`src/rtl/serial_adder.sv`:
```
// serial_adder -- bit-serial adder/subtractor.
//
// One full-adder slice is reused over WIDTH clock cycles, LSB first, with a
// registered carry between steps. A controller issues one operation at a
// time with start_i and collects the result when done_o pulses.
//
// Ports:
//   clk_i    clock, all state changes on the rising edge
//   rst_i    asynchronous active-high reset, clears all state
//   start_i  operation request, sampled only while busy_o is low
//   sub_i    mode, sampled with start_i: 0 = A+B, 1 = A-B
//   a_i      operand A (WIDTH bits), sampled with start_i
//   b_i      operand B (WIDTH bits), sampled with start_i
//   sum_o    last completed result (WIDTH bits)
//   cout_o   carry out of the MSB (for subtraction: 1 = no borrow, A >= B)
//   ovf_o    two's-complement overflow of the last result
//   busy_o   high while an operation is in progress
//   done_o   one-cycle pulse, sum_o/cout_o/ovf_o updated in the same cycle
module serial_adder #(
  parameter int WIDTH = 8
) (
  input  logic             clk_i,
  input  logic             rst_i,
  input  logic             start_i,
  input  logic             sub_i,
  input  logic [WIDTH-1:0] a_i,
  input  logic [WIDTH-1:0] b_i,
  output logic [WIDTH-1:0] sum_o,
  output logic             cout_o,
  output logic             ovf_o,
  output logic             busy_o,
  output logic             done_o
);

  localparam int CW = $clog2(WIDTH + 1);
  localparam logic [CW-1:0] LAST_STEP = CW'(WIDTH - 1);

  typedef enum logic {
    IDLE = 1'b0,
    RUN  = 1'b1
  } state_t;

  state_t           state_q, state_d;
  logic [WIDTH-1:0] a_sr_q, a_sr_d;
  logic [WIDTH-1:0] b_sr_q, b_sr_d;
  logic             c_q, c_d;
  logic [WIDTH-1:0] res_q, res_d;
  logic [CW-1:0]    cnt_q, cnt_d;
  logic [WIDTH-1:0] sum_q, sum_d;
  logic             cout_q, cout_d;
  logic             ovf_q, ovf_d;
  logic             done_q, done_d;

  // The single full-adder slice.
  logic s_bit;
  logic c_out;
  assign s_bit = a_sr_q[0] ^ b_sr_q[0] ^ c_q;
  assign c_out = (a_sr_q[0] & b_sr_q[0]) | (a_sr_q[0] & c_q) | (b_sr_q[0] & c_q);

  always_ff @(posedge clk_i or posedge rst_i) begin
    if (rst_i) begin
      state_q <= IDLE;
      a_sr_q  <= '0;
      b_sr_q  <= '0;
      c_q     <= 1'b0;
      res_q   <= '0;
      cnt_q   <= '0;
      sum_q   <= '0;
      cout_q  <= 1'b0;
      ovf_q   <= 1'b0;
      done_q  <= 1'b0;
    end else begin
      state_q <= state_d;
      a_sr_q  <= a_sr_d;
      b_sr_q  <= b_sr_d;
      c_q     <= c_d;
      res_q   <= res_d;
      cnt_q   <= cnt_d;
      sum_q   <= sum_d;
      cout_q  <= cout_d;
      ovf_q   <= ovf_d;
      done_q  <= done_d;
    end
  end

  always_comb begin
    state_d = state_q;
    a_sr_d  = a_sr_q;
    b_sr_d  = b_sr_q;
    c_d     = c_q;
    res_d   = res_q;
    cnt_d   = cnt_q;
    sum_d   = sum_q;
    cout_d  = cout_q;
    ovf_d   = ovf_q;
    done_d  = 1'b0;

    case (state_q)
      IDLE: begin
        if (start_i) begin
          // Subtraction is A + ~B + 1: the +1 enters as the initial carry.
          a_sr_d  = a_i;
          b_sr_d  = sub_i ? ~b_i : b_i;
          c_d     = sub_i;
          res_d   = '0;
          cnt_d   = '0;
          state_d = RUN;
        end
      end
      RUN: begin
        c_d    = c_out;
        res_d  = {s_bit, res_q[WIDTH-1:1]};
        a_sr_d = a_sr_q >> 1;
        b_sr_d = b_sr_q >> 1;
        cnt_d  = cnt_q + CW'(1);
        if (cnt_q == LAST_STEP) begin
          // On the MSB step c_q is the carry into the MSB, so overflow is
          // the XOR of that carry and the carry out of the MSB.
          sum_d   = {s_bit, res_q[WIDTH-1:1]};
          cout_d  = c_out;
          ovf_d   = c_q ^ c_out;
          done_d  = 1'b1;
          state_d = IDLE;
        end
      end
      default: state_d = IDLE;
    endcase
  end

  assign sum_o  = sum_q;
  assign cout_o = cout_q;
  assign ovf_o  = ovf_q;
  assign busy_o = (state_q == RUN);
  assign done_o = done_q;

endmodule

```
`config.mk`:
```
export PLATFORM = sky130hd
export DESIGN_NAME = serial_adder
export DESIGN_NICKNAME = d
export VERILOG_FILES = /design/src/rtl/serial_adder.sv
export SDC_FILE = /design/constraint.sdc
export NUM_CORES = 1
export LEC_CHECK = 0
export ABC_AREA = 1
export CAP_MARGIN = 30
export CORE_UTILIZATION = 56
export CTS_BUF_LIST = sky130_fd_sc_hd__clkbuf_16
export DETAILED_ROUTE_END_ITERATION = 8
export PLACE_DENSITY = 0.83
export RECOVER_POWER = 50
export SYNTH_ARGS = -nofsm -noshare
export SYNTH_HDL_FRONTEND = slang
export SYNTH_SLANG_ARGS = --single-unit
```
`constraint.sdc`:
```
create_clock -name clk_i -period 2.4 [get_ports clk_i]
set_input_delay 0.48 -clock clk_i [delete_from_list [all_inputs] [get_ports clk_i]]
set_output_delay 0.48 -clock clk_i [all_outputs]
set_load 0.01 [all_outputs]
```
==> run_results.csv <==
group,metric,value,unit
critical_path,crit_start,"busy_o",
critical_path,worst-endpoint-arrival,1880,ps
power,power_frac_seq,41.3,%
timing,period_share,69.51,%
cts,cts.repair.resized,0,
detailed_routing,vias,1510,
cts,clock_sinks,40,
placement,port_buffers,31,
cts,clk_pin_slew,60,ps
cts,h-tree-depth,2,
critical_path,rrSetupSlack,730,ps
critical_path,path_cells,"buf_4 > nand2_1 > nor2_1 > nand2_1 > nand2_1",
timing,fmax,599.5,MHz
critical_path,rr_startpoint,"busy_o",
logic_synthesis,postSynthAreaPerCell,7.740,sq um
detailed_routing,wl_per_cell,11.43,um
layout,most-common-layout-cells,"nand2_1, dfrtp_1, inv_1",
detailed_routing,drt-initial-drc-count,36,
timing,setup_tns,0,ps
power,power_switching,0.0009166,W
layout,final_common_cell,"nand2_1",
logic_synthesis,synth_warnings,0,
critical_path,cp.required,2610,ps
floorplanning,dieArea,3495,sq um
cts,clock_latency,280,ps
detailed_routing,postRouteAntennaNets,0,
layout,drive_above_1_share,4.059,%
timing,hold_violations,0,
placement,routabilityCongestion,0.7291,
status,run_status,"complete, no violations",
detailed_routing,wirelength,3600,um
timing,relSlewSlack,35.39,%
layout,post-route-util,74.96,%
critical_path,crit_top_cell,"nand2_1",
logic_synthesis,synth-seq-area-share,54.79,%
power,p_int,0.001686,W
detailed_routing,dr.pass1.iters,4,
critical_path,path_max_fanout,22,
timing,grt_setup_unrepaired,"no",
logic_synthesis,synthTopCellsByArea,"dfrtp_1, nand2_1, inv_1, nand3_1, a21oi_1",
global_route,grt-ovfl-total,0,
run,max_cap_viol_count,0,
global_route,track_usage,24.78,%
floorplanning,rows,20,
critical_path,crit_buf_inv,1,
floorplanning,ioPinCount,32,
layout,diodes,0,
cts,post_cts_buffers,0,
global_route,grt_pass1_vias,1486,
logic_synthesis,ys_seq_elements,40,
critical_path,timing.rr.end,"cout_o",
layout,nNetsFinal,293,
global_route,grt_max_degree,41,
logic_synthesis,synth_fp_nets,258,
power,pwr-share-comb,35.4,%
floorplanning,core_area,3078,sq um
timing,finClkSkew,6.038,ps
critical_path,cpMaxStageDelayCell,"nor2_1",
cts,postCtsHoldBufs,0,
critical_path,cp_top_family,"simple AND/OR/NAND/NOR gates",
power,ir_drop,529.5,uV
floorplanning,die_h,59.12,um
timing,worstMarginPinSlew,969.2,ps
cts,cts_tree,"yes",
logic_synthesis,yosys.cell_types.count,14,
detailed_routing,vias_per_cell,4.794,
global_route,grt_first_pass_wirelength,6341,um
critical_path,critPathMaxStageDelay,630,ps
floorplanning,start_util,59.35,%
logic_synthesis,yosysTopAreaCell,"dfrtp_1",
timing,setup_viol,0,
critical_path,r2r_cells,5,
critical_path,crit_cells,5,
worst_hold_path,min_path_type,"flop to flop",
cts,cts_buffers,5,
detailed_routing,drc,0,
cts,clk_path_buf_depth,2,
power,p_leak,1.281,nW
logic_synthesis,synthesis.instances,236,
power,power_density,1128,nW/um^2
global_route,grt_antenna_before_repair,0,
placement,hpwlAfterDp,2357,um
power,p_sw_share,35.22,%
cts,root_buffer,"clkbuf_16",
critical_path,crit_path_end,"cout_o",
critical_path,cp-start-kind,"flop",
critical_path,critical_path_class,"flop to flop",
layout,syn_to_final_growth,26.30,%
critical_path,crit_path_end_kind,"flop",
timing,maxSlewViolCount,0,
logic_synthesis,syn_area,1827,sq um
floorplanning,die_w,59.12,um
timing,min_period,1668,ps
power,pwr-share-clk,23.3,%
logic_synthesis,synth_top_area_share,54.79,%
==> cell usage after synthesis (all sizes together) <==
cell type,number
o22ai,5
nor2,5
o21ai,4
nand2,121
nand3,11
buf,7
inv,33
fa,1
dfrtp,40
a21oi,8
ha,1
==> cells by family (layout without fill, tap and decap cells) <==
| kind of cell | count (synthesis) | in the layout | synth area share [%] |
|---|---|---|---|
| DFF | 40 | 40 | 54.79 |
| buffers and inverters | 40 | 75 | 9.110 |
| adders and majority gates | 2 | 2 | 1.781 |
| and+or+nand+nor | 137 | 137 | 29.31 |
| AOI/OAI and AO/OA | 17 | 17 | 5.000 |
==> registers in the layout, indices dropped and copies added (netlist names), 4 cells and up <==
| register | cells |
|---|---|
| a_sr_q | 8 |
| b_sr_q | 8 |
| sum_o | 8 |
| res_q | 7 |
| cnt_q | 4 |
==> power by group through the flow <==
stage | logic [W] | registers [W] | clock network (W)
after detailed placement | 0.000910 | 0.00108 | 0
after global routing | 0.00105 | 0.00111 | 0.000644
after floorplan | 0.000574 | 0.00109 | 0
after CTS | 0.000930 | 0.00107 | 0.000613
final | 0.000920 | 0.00108 | 0.000606
after global placement | 0.000876 | 0.00106 | 0
==> through the flow <==
step,hold WS (ps),cell area [sq um],instances,power (W),setup WS [ps]
2_1_floorplan,441.9,1827,236,0.001669,1002
3_3_place_gp,449.4,2180,308,0.001940,606.3
3_5_place_dp,458.4,2180,308,0.001991,570.1
4_1_cts,471.6,2312,315,0.002617,739.1
5_1_grt,479.3,2307,315,0.002801,621.8
6_report,472.5,2307,315,0.002602,731.9
==> cell type report <==
type | count | area, sq um
Inverter | 33 | 123.9
Multi-Input combinational cell | 156 | 656.9
Clock buffer | 5 | 125.1
Clock inverter | 2 | 7.507
Timing Repair Buffer | 35 | 337.8
Fill cell | 252 | 770.7
Sequential cell | 40 | 1001
Tap cell | 44 | 55.05
==> per-layer routing <==
| layer | wire (um) | GRT usage (%) | vias to the layer above |
|---|---|---|---|
| met1 | 1560 | 27.78 | 697 |
| met3 | 115 | 7.424 | 5 |
| met4 | 30 | 8.503 | 0 |
| met2 | 1894 | 44.64 | 30 |
| li1 | - | - | 778 |
| met5 | 0 | 0 | - |
==> worst min path at each step <==
stage	slack, ps	from	end	depth (start not counted)
after floorplan	440	res_q[2]	sum_o[1]	2
after global placement	450	res_q[4]	sum_o[3]	2
after detailed placement	460	res_q[4]	sum_o[3]	2
after CTS	470	res_q[4]	sum_o[3]	2
after global routing	480	res_q[4]	sum_o[3]	2
final	470	ovf_o	ovf_o	2
==> tightest hold or removal path: stages, from the launching register on <==
cell and delay, ps:
dfrtp_1 340, nand2_1 50, nand2_1 50
Note: power is estimated with default switching activity, not from simulation.
